**src/rtl/mem_seq_pkg.sv**
```systemverilog
// mem_seq_pkg: shared types for the memory sequencing bridge.
// State encoding, fault cause codes, NOP word, alignment helper.
package mem_seq_pkg;

   typedef enum logic [2:0] {
      S_IDLE   = 3'd0,
      S_F_REQ  = 3'd1,
      S_F_WAIT = 3'd2,
      S_EXEC   = 3'd3,
      S_D_WAIT = 3'd4,
      S_RETIRE = 3'd5,
      S_FAULT  = 3'd6
   } state_e;

   typedef enum logic [1:0] {
      C_NONE     = 2'd0,
      C_MISALIGN = 2'd1,
      C_TIMEOUT  = 2'd2,
      C_RDWR     = 2'd3
   } cause_e;

   localparam logic [31:0] NOP_INSTR = 32'h0000_0013;

   function automatic logic misaligned(input logic [1:0] lo);
      return |lo;
   endfunction

endpackage

```
**src/rtl/mem_seq_wbuf.sv**
```systemverilog
// mem_seq_wbuf: one-entry posted write buffer with load-match lookup.
// Ports: i_load/i_addr/i_data fill, i_clear drains, i_lookup -> o_hit; o_valid/o_addr/o_data.
module mem_seq_wbuf (
   input  logic        clk,
   input  logic        reset,
   input  logic        i_load,
   input  logic [31:0] i_addr,
   input  logic [31:0] i_data,
   input  logic        i_clear,
   input  logic [31:0] i_lookup,
   output logic        o_valid,
   output logic [31:0] o_addr,
   output logic [31:0] o_data,
   output logic        o_hit
);

   logic        r_valid;
   logic [31:0] r_addr;
   logic [31:0] r_data;

   always_ff @(posedge clk or posedge reset) begin
      if (reset) begin
         r_valid <= 1'b0;
         r_addr  <= '0;
         r_data  <= '0;
      end else begin
         if (i_clear) r_valid <= 1'b0;
         if (i_load) begin
            r_valid <= 1'b1;
            r_addr  <= i_addr;
            r_data  <= i_data;
         end
      end
   end

   assign o_valid = r_valid;
   assign o_addr  = r_addr;
   assign o_data  = r_data;
   assign o_hit   = r_valid && (r_addr == i_lookup);

endmodule

```
**src/rtl/mem_seq_bridge.sv**
```systemverilog
// mem_seq_bridge: sequences core fetch / load / store onto a single-port word bus.
// Ports: core side (instr_addr, data_addr, should_*_mem, mem_write_data, exec_hold,
// instr, mem_read_data, core_stall), bus side (bus_req/we/addr/wdata, bus_gnt,
// bus_rvalid, bus_rdata), fault/fault_cause. Option: MEM_SEQ_BRIDGE_WBUF_EN.
module mem_seq_bridge
   import mem_seq_pkg::*;
#(
   parameter int TIMEOUT        = 255,
   parameter bit RESET_PC_FETCH = 1'b1
) (
   input  logic        clk,
   input  logic        reset,
   input  logic        start,
   input  logic [31:0] instr_addr,
   input  logic [31:0] data_addr,
   input  logic        should_read_mem,
   input  logic        should_write_mem,
   input  logic [31:0] mem_write_data,
   input  logic        exec_hold,
   output logic [31:0] instr,
   output logic [31:0] mem_read_data,
   output logic        core_stall,
   output logic        bus_req,
   output logic        bus_we,
   output logic [31:0] bus_addr,
   output logic [31:0] bus_wdata,
   input  logic        bus_gnt,
   input  logic        bus_rvalid,
   input  logic [31:0] bus_rdata,
   output logic        fault,
   output logic [1:0]  fault_cause
);

   localparam int TW = (TIMEOUT < 2) ? 1 : $clog2(TIMEOUT + 1);
   localparam logic [TW-1:0] TLAST = TW'((TIMEOUT > 0) ? TIMEOUT - 1 : 0);

   state_e          r_state;
   state_e          w_next;
   cause_e          w_cause;
   logic [1:0]      r_cause;
   logic [TW-1:0]   r_tcnt;
   logic            w_i_mis;
   logic            w_d_mis;
   logic            w_exec_ok;
   logic            w_wait;
   logic            w_tout;
   logic            w_req;
   logic            w_we;
   logic [31:0]     w_addr;
   logic [31:0]     w_wdata;

   assign w_i_mis = misaligned(instr_addr[1:0]);
   assign w_d_mis = misaligned(data_addr[1:0]);

   // EXEC is free of hold and of both fault conditions
   assign w_exec_ok = (r_state == S_EXEC) && !exec_hold
                    && !(should_read_mem && should_write_mem)
                    && !((should_read_mem || should_write_mem) && w_d_mis);

`ifdef MEM_SEQ_BRIDGE_WBUF_EN
   logic        w_wb_valid;
   logic        w_wb_hit;
   logic        w_fwd;
   logic        w_drain;
   logic        w_wb_load;
   logic [31:0] w_wb_addr;
   logic [31:0] w_wb_data;

   assign w_fwd = w_exec_ok && should_read_mem && w_wb_hit;
   // buffered write owns the bus in F_REQ, and in EXEC whenever a memory op needs it
   assign w_drain = w_wb_valid
                  && (((r_state == S_F_REQ) && !w_i_mis)
                      || (w_exec_ok && !w_fwd
                          && (should_read_mem || should_write_mem)));
   assign w_wb_load = w_exec_ok && should_write_mem && !w_wb_valid;

   mem_seq_wbuf u_wbuf (
      .clk      (clk),
      .reset    (reset),
      .i_load   (w_wb_load),
      .i_addr   (data_addr),
      .i_data   (mem_write_data),
      .i_clear  (w_drain && bus_gnt),
      .i_lookup (data_addr),
      .o_valid  (w_wb_valid),
      .o_addr   (w_wb_addr),
      .o_data   (w_wb_data),
      .o_hit    (w_wb_hit)
   );
`endif

   assign w_wait = w_req || (r_state == S_F_WAIT) || (r_state == S_D_WAIT);
   assign w_tout = (TIMEOUT != 0) && w_wait && (r_tcnt == TLAST);

   always_ff @(posedge clk or posedge reset) begin
      if (reset) begin
         if (RESET_PC_FETCH) r_state <= S_F_REQ;
         else                r_state <= S_IDLE;
      end else begin
         r_state <= w_next;
      end
   end

   always_comb begin
      w_next  = r_state;
      w_cause = C_NONE;
      case (r_state)
         S_IDLE: if (start) w_next = S_F_REQ;
         S_F_REQ: begin
            if (w_i_mis) begin
               w_next  = S_FAULT;
               w_cause = C_MISALIGN;
            end else if (bus_gnt) begin
`ifdef MEM_SEQ_BRIDGE_WBUF_EN
               if (!w_wb_valid) w_next = S_F_WAIT;
`else
               w_next = S_F_WAIT;
`endif
            end else if (w_tout) begin
               w_next  = S_FAULT;
               w_cause = C_TIMEOUT;
            end
         end
         S_F_WAIT: begin
            if (bus_rvalid) begin
               w_next = S_EXEC;
            end else if (w_tout) begin
               w_next  = S_FAULT;
               w_cause = C_TIMEOUT;
            end
         end
         S_EXEC: begin
            if (!exec_hold) begin
               if (should_read_mem && should_write_mem) begin
                  w_next  = S_FAULT;
                  w_cause = C_RDWR;
               end else if ((should_read_mem || should_write_mem) && w_d_mis) begin
                  w_next  = S_FAULT;
                  w_cause = C_MISALIGN;
`ifdef MEM_SEQ_BRIDGE_WBUF_EN
               end else if (w_fwd) begin
                  w_next = S_RETIRE;
               end else if (w_drain) begin
                  if (!bus_gnt && w_tout) begin
                     w_next  = S_FAULT;
                     w_cause = C_TIMEOUT;
                  end
               end else if (should_read_mem) begin
                  if (bus_gnt) begin
                     w_next = S_D_WAIT;
                  end else if (w_tout) begin
                     w_next  = S_FAULT;
                     w_cause = C_TIMEOUT;
                  end
`else
               end else if (should_read_mem) begin
                  if (bus_gnt) begin
                     w_next = S_D_WAIT;
                  end else if (w_tout) begin
                     w_next  = S_FAULT;
                     w_cause = C_TIMEOUT;
                  end
               end else if (should_write_mem) begin
                  if (bus_gnt) begin
                     w_next = S_RETIRE;
                  end else if (w_tout) begin
                     w_next  = S_FAULT;
                     w_cause = C_TIMEOUT;
                  end
`endif
               end else begin
                  w_next = S_RETIRE;
               end
            end
         end
         S_D_WAIT: begin
            if (bus_rvalid) begin
               w_next = S_RETIRE;
            end else if (w_tout) begin
               w_next  = S_FAULT;
               w_cause = C_TIMEOUT;
            end
         end
         S_RETIRE: if (!exec_hold) w_next = S_F_REQ;
         default: w_next = r_state;
      endcase
   end

   always_comb begin
      w_req      = 1'b0;
      w_we       = 1'b0;
      w_addr     = '0;
      w_wdata    = '0;
      core_stall = !((r_state == S_RETIRE) && !exec_hold);
      case (r_state)
         S_F_REQ: begin
            if (!w_i_mis) begin
               w_req  = 1'b1;
               w_addr = instr_addr;
`ifdef MEM_SEQ_BRIDGE_WBUF_EN
               if (w_wb_valid) begin
                  w_we    = 1'b1;
                  w_addr  = w_wb_addr;
                  w_wdata = w_wb_data;
               end
`endif
            end
         end
         S_EXEC: begin
            if (w_exec_ok) begin
`ifdef MEM_SEQ_BRIDGE_WBUF_EN
               if (w_drain) begin
                  w_req   = 1'b1;
                  w_we    = 1'b1;
                  w_addr  = w_wb_addr;
                  w_wdata = w_wb_data;
               end else if (should_read_mem && !w_fwd) begin
                  w_req  = 1'b1;
                  w_addr = data_addr;
               end
`else
               if (should_read_mem || should_write_mem) begin
                  w_req  = 1'b1;
                  w_we   = should_write_mem;
                  w_addr = data_addr;
                  if (should_write_mem) w_wdata = mem_write_data;
               end
`endif
            end
         end
         default: w_req = 1'b0;
      endcase
   end

   // reset drops the request combinationally, even though reset state may be F_REQ
   assign bus_req   = w_req & ~reset;
   assign bus_we    = w_we & ~reset;
   assign bus_addr  = reset ? '0 : (w_addr & 32'hFFFF_FFFC);
   assign bus_wdata = reset ? '0 : w_wdata;

   always_ff @(posedge clk or posedge reset) begin
      if (reset) begin
         instr         <= NOP_INSTR;
         mem_read_data <= '0;
         r_cause       <= C_NONE;
         r_tcnt        <= '0;
      end else begin
         if ((r_state == S_F_WAIT) && bus_rvalid) instr <= bus_rdata;
         if ((r_state == S_D_WAIT) && bus_rvalid) mem_read_data <= bus_rdata;
`ifdef MEM_SEQ_BRIDGE_WBUF_EN
         if (w_fwd) mem_read_data <= w_wb_data;
`endif
         if ((w_next == S_FAULT) && (r_state != S_FAULT)) r_cause <= w_cause;
         // a grant also restarts the count so a drain does not eat the fetch budget
         if ((w_next != r_state) || (w_req && bus_gnt)) r_tcnt <= '0;
         else if (w_wait)                                r_tcnt <= r_tcnt + TW'(1);
      end
   end

   assign fault       = (r_state == S_FAULT);
   assign fault_cause = r_cause;

endmodule

```
**config.mk**
```make
export PLATFORM = sky130hd
export DESIGN_NAME = mem_seq_bridge
export DESIGN_NICKNAME = d
export VERILOG_FILES = /design/src/rtl/mem_seq_pkg.sv /design/src/rtl/mem_seq_wbuf.sv /design/src/rtl/mem_seq_bridge.sv
export SDC_FILE = /design/constraint.sdc
export NUM_CORES = 1
export LEC_CHECK = 0
export ABC_AREA = 1
export CAP_MARGIN = 20
export CORE_ASPECT_RATIO = 0.8
export CORE_MARGIN = 2
export CORE_UTILIZATION = 35
export DETAILED_ROUTE_END_ITERATION = 10
export PLACE_DENSITY = 0.91
export SETUP_SLACK_MARGIN = 0.3
export SLEW_MARGIN = 40
export SYNTH_ARGS = -nofsm -noshare
export SYNTH_HDL_FRONTEND = slang
export SYNTH_SLANG_ARGS = --single-unit
```
**constraint.sdc**
```tcl
create_clock -name clk -period 10.9 [get_ports clk]
set_input_delay 1.635 -clock clk [delete_from_list [all_inputs] [get_ports clk]]
set_output_delay 1.635 -clock clk [all_outputs]
set_load 0.05 [all_outputs]
```
Word-level counts from Yosys, hierarchy flattened. Cells that the tools add are included.

$add $sub $neg: 1. Equality and inequality tests: 10. Mux-type cells: 44. Bitwise logic cells: 3. Reduce and logical (&&, ||, !) cells: 24.

Operator list (number): $mux 32 (9); $pmux 32 s2 (1); $mux 3 (14); $mux 2 (9); $pmux 3 s6 (1); $mux 8 (2); $eq 3x3->1 const B (4); $logic_and 1x1->1 (11); $add 8x1->8 const B (1); $eq 8x8->1 const B (1); $eq 3x2->1 const B (2); $mux 1 (6); $pmux 2 s3 (1); $reduce_or 2->1 (3); $logic_not 1->1 (4); $logic_or 1x1->1 (4); $eq 3x1->1 const B (1); $logic_not 3->1 (1); $ne 3x3->1 (1); $ne 3x3->1 const B (1); $and 1x1->1 (2); $pmux 1 s2 (1); $reduce_bool 2->1 (1); $not 1->1 (1).

Register bits after elaboration: 77. Bits of input ports: 136. Output and inout bits: 134.

Logic depth before layout (Yosys ltp).
Depth in word-level cells: 20. Depth in mapped cells: 16. Depth with buffers taken out: 16.

Least setup slack after synthesis. No wires, ideal clock.

Path kind: input to output. Start: input port reset. End: output port bus_wdata[22]. Arrival time: 4670 ps. Data required time: 9265 ps. Setup slack: 4595 ps. Stages on the path: 4. Buffers on the path: 1. Cell sequence: inv_1 > nand4_1 > clkbuf_1 > nor2_1.

Longest elaborated chain between the ends: 1.

Ends and longest elaborated chain: start, declared (line mem_seq_bridge.sv:12) `input logic reset,`; $mux 32 (line mem_seq_bridge.sv:239) `assign bus_wdata = reset ? '0 : w_wdata;`; end, declared (line mem_seq_bridge.sv:26) `output logic [31:0] bus_wdata,`.

No other way between the ends.

Worst setup path after layout.
Start: input port reset. End: output port bus_addr[24].

Longest elaborated chain between the ends: 1.

Ends and longest elaborated chain: $mux 32 (line mem_seq_bridge.sv:238) `assign bus_addr = reset ? '0 : (w_addr & 32'hFFFF_FFFC);`; end, declared (line mem_seq_bridge.sv:25) `output logic [31:0] bus_addr,`.

No other way between the ends.

==> impl_summary.txt <==
----------------------------------------------------
[Synthesis]
  Post-synthesis share of cell area spent on xor and xnor gates ... 1.53%
  Post-synthesis instance area ... ~4000 um2
  Mean cell area of the mapped netlist ... 7.33 um2
  Gate count of the mapped netlist ... approximately 550
  Post-Synth Adder-Cell Area ... less than 1%
  Simple-gate share of the synthesized area ... around 25%
  Dominant combinational cell family by area after synthesis ... simple AND/OR/NAND/NOR gates
  Synth unique cells ... 26
  Seq/Total Area, Yosys ... between 40% and 50%
  Number of synthesized register bits ... slightly below 80
  Mux share of post-synthesis cell area ... 0%
  Compound-cell area share of the yosys netlist ... ~14%
  Count of synthesis-stage warnings from yosys ... 0

[Cells and area]
  Final design utilization ... between 60 and 70%
  Post-route standard cell area excluding fillers ... about 7100 um2
  Commonest non-fill, non-tap cells in the layout ... sky130_fd_sc_hd__clkdlybuf4s50_1 (267), sky130_fd_sc_hd__nand2_1 (153), sky130_fd_sc_hd__inv_1 (79), sky130_fd_sc_hd__dfrtp_1 (73), sky130_fd_sc_hd__o21ai_0 (69)
  Ant. Diodes ... 0
  Share of cells above drive strength 1 ... about 5.2%
  Leading cell type in the layout, fill and taps excluded ... sky130_fd_sc_hd__clkdlybuf4s50_1
  P&R area growth vs syn ... 77.2%
  Final layout net count ... between 900 and 1000

[Power and ir drop]
  Total power consumption of the routed design ... 1.75 mW
  Net switching share of the total power ... a little under half
  Sequential fraction of design power ... between 20% and 30%
  Power share of the clock group ... a little under a fifth
  NetSw ... a little over 800 uW
  LEAKAGE ... about 3.2 nW
  P_int ... about 920 uW
  Part of the power in combinational logic ... roughly 54%
  Max IR drop VDD ... between 200 and 250 uV
  Power density over cell area ... around 250 nW/um2

[Floorplan]
  Vert. Die Dim ... 99.8 um
  Die W ... ~120 um
  Core area ... about 11000 um2
  I/O pins ... 270
  DIE AREA ... roughly 12000 um2
  Effective utilization at floorplan ... a little over a third
  Site Rows ... 34

[Setup path]
  Worst Reg-to-Reg Cells ... 12
  Cell chain of the critical path ... clkdlybuf4s50_1 > inv_2 > nand3_2 > a21oi_1 > clkdlybuf4s50_1
  Crit start category ... input port
  Max Fanout on Critical Path ... 30
  Endpoint type of the worst setup path ... primary output
  Worst path buffer plus inverter count ... 3
  Crit path largest cell delay ... 0.86 ns
  Startpoint-to-endpoint class of the critical path ... in -> out
  Worst R2R Setup Slack ... slightly below 9 ns
  Launching element of the worst setup path ... reset
  Slowest cell on the critical path ... sky130_fd_sc_hd__clkdlybuf4s50_1
  End of the worst register-to-register path ... r_tcnt[6]$_DFFE_PP0P_
  Most repeated library cell on the critical path ... sky130_fd_sc_hd__clkdlybuf4s50_1
  Data arrival time of the worst path ... ~4.2 ns
  Reg-to-reg startpoint ... r_state[0]$_DFF_PP1_
  Data required time at the worst endpoint ... about 9.3 ns
  Critical path's top delay family ... buffers and inverters

[Min path]
  Class of the worst hold path ... reg -> reg
  Launch point of the worst hold path ... instr[3]$_DFFE_PP0P_
  Cells on Worst Hold Path ... 2
  Min-Delay Endpoint ... instr[3]$_DFFE_PP0P_

[Placement]
  Gp weighted congestion ... roughly 0.93
  Pre-CTS setup slack ... between 4 and 5 ns
  Cell area reported after detailed placement ... between 6000 and 7000 um2
  Placed wire-length estimate after detailed placement ... about 10000 um
  Quantity of I/O buffers inserted on ports ... 267

[Timing]
  Tightest Pin Transition ... slightly below 0.6 ns
  Setup TNS after final layout ... 0 ns
  Max Freq ... between 150 and 200 MHz
  Minimum clock period ... slightly below 6 ns
  Final number of setup-violating endpoints ... 0
  Setup repair after global routing missed its margin ... no
  Period utilisation layout ... 53.2%
  Worst clock skew ... ~0.012 ns
  Slew Limit Fails ... 0
  Number of endpoints with negative hold slack in the final report ... 0
  Worst relative slew slack ... about 60%
  Setup ws final ... just over 5 ns

[GRT]
  Gr ovfl total ... 0
  First-pass GRT wire length ... approximately 20000 um
  Via count of the first global-routing pass ... approximately 4200
  Antenna violations before repair ... 0
  Maximum number of pins on one net before global-route repair ... 65
  Tot GR Track Use ... around 20%

[Clock tree]
  Clk slew on worst S/H paths ... ~0.06 ns
  CTS buffer count ... 9
  Post-cts hold buffer count ... 0
  Number of setup buffers added after CTS ... 0
  Clock root buffer ... sky130_fd_sc_hd__clkbuf_16
  Clk_lat worst skew ... between 0.3 and 0.4 ns
  Max Buffers Root-to-Sink ... 2
  H-tree depth ... 3
  TritonCTS clock tree ... yes
  Number of resized instances in the post-cts repair step ... 0
  Number of sinks driven by the clock tree ... 77

[Drt]
  Vias per cell ... between 4 and 5
  Number of DRC violations after detailed-routing iteration 0 ... 164
  Average wire length per cell after detail routing ... between 10 and 15 um
  Total via count in the routed design ... ~4300
  Routed wire length ... roughly 13000 um
  Remaining antenna violation count ... 0
  DRC violation count after routing ... 0
  Total iterations of the first detailed-routing run ... 4

[Outcome]
  Run status ... completed

[Flow run]
  Total of max-cap violations ... 0

----------------------------------------------------
## worst max path at each step
stage / to / slack [ns] / cells past startpoint
5_1_grt: bus_addr[6] / 4.88 / 5
6_report: bus_addr[24] / 5.10 / 5
2_1_floorplan: bus_wdata[22] / 4.60 / 4
3_3_place_gp: bus_addr[22] / 4.79 / 5
3_5_place_dp: bus_addr[24] / 4.83 / 7
4_1_cts: bus_addr[24] / 4.84 / 7
## sequential cells by signal (all words and copies together), names as in the netlist
register / flops
instr: 32
mem_read_data: 32
r_tcnt: 8
r_state: 3
fault_cause: 2
## synth_stat cells, drive strengths merged
cell type / count / area share, %
inv: 83 / 7.8
xnor2: 2 / 0.44
xor2: 5 / 1.1
nor2: 60 / 5.8
conb: 1 / 0.093
dfstp: 4 / 2.6
o21ai: 71 / 8.9
nand3: 10 / 1.9
nand4: 7 / 1.1
clkbuf: 24 / 2.2
nand2: 160 / 16
a21oi: 38 / 4.8
a221oi: 1 / 0.22
dfrtp: 73 / 45
ha: 2 / 0.62
buf: 4 / 0.75
nor3: 3 / 0.65
## layout make-up
class                           count  area, um2
Multi-Input combinational cell    361       1680
Clock buffer                       10        229
Clock inverter                      6       95.1
Tap cell                          144        180
Sequential cell                    77       1930
Inverter                           83        312
Fill cell                         902       3900
Timing Repair Buffer              269       2690
## power groups by stage
stage / logic, mW / registers [mW] / clock network (mW)
3_5_place_dp: 0.943 / 0.488 / 0
3_3_place_gp: 0.926 / 0.488 / 0
2_1_floorplan: 0.226 / 0.859 / 0
4_1_cts: 0.945 / 0.488 / 0.325
6_report: 0.939 / 0.489 / 0.319
5_1_grt: 0.993 / 0.503 / 0.337
## metrics by stage
stage | hold WS, ns | instances
5_1_grt | 0.512 | 950
6_report | 0.480 | 950
4_1_cts | 0.488 | 950
3_3_place_gp | 0.464 | 934
2_1_floorplan | 0.519 | 549
3_5_place_dp | 0.473 | 934
## metal layers
metal | GRT usage (%) | up-vias | routed length [um]
li1 | - | 2186 | -
met1 | 25.0 | 1983 | 5400
met2 | 35.9 | 149 | 6540
met3 | 5.63 | 22 | 1050
met4 | 5.42 | 0 | 202
met5 | 0 | - | 0
## worst reg2reg max path, stage by stage, from the launching register on
cell	delay, ns
sky130_fd_sc_hd__dfstp_2	0.66
sky130_fd_sc_hd__nand2_2	0.12
sky130_fd_sc_hd__nor3_4	0.23
sky130_fd_sc_hd__nand3_2	0.19
sky130_fd_sc_hd__nand3_4	0.16
sky130_fd_sc_hd__nand2_4	0.08
sky130_fd_sc_hd__nand3_1	0.08
sky130_fd_sc_hd__o21ai_1	0.07
sky130_fd_sc_hd__nor2_2	0.16
sky130_fd_sc_hd__nand2_2	0.07
sky130_fd_sc_hd__nand3_2	0.08
sky130_fd_sc_hd__nand2_4	0.09
sky130_fd_sc_hd__nor2_1	0.11
## kinds of logic (layout without fill, tap and decap cells)
family	Yosys count	count (layout)
adders and majority gates	2	2
other	1	2
xor gates and xnor gates	7	7
and+or+nand+nor	240	240
AOI/OAI and AO/OA	110	110
buffers and inverters	111	368
DFF	77	77
Power figures use the tool's default switching activity.
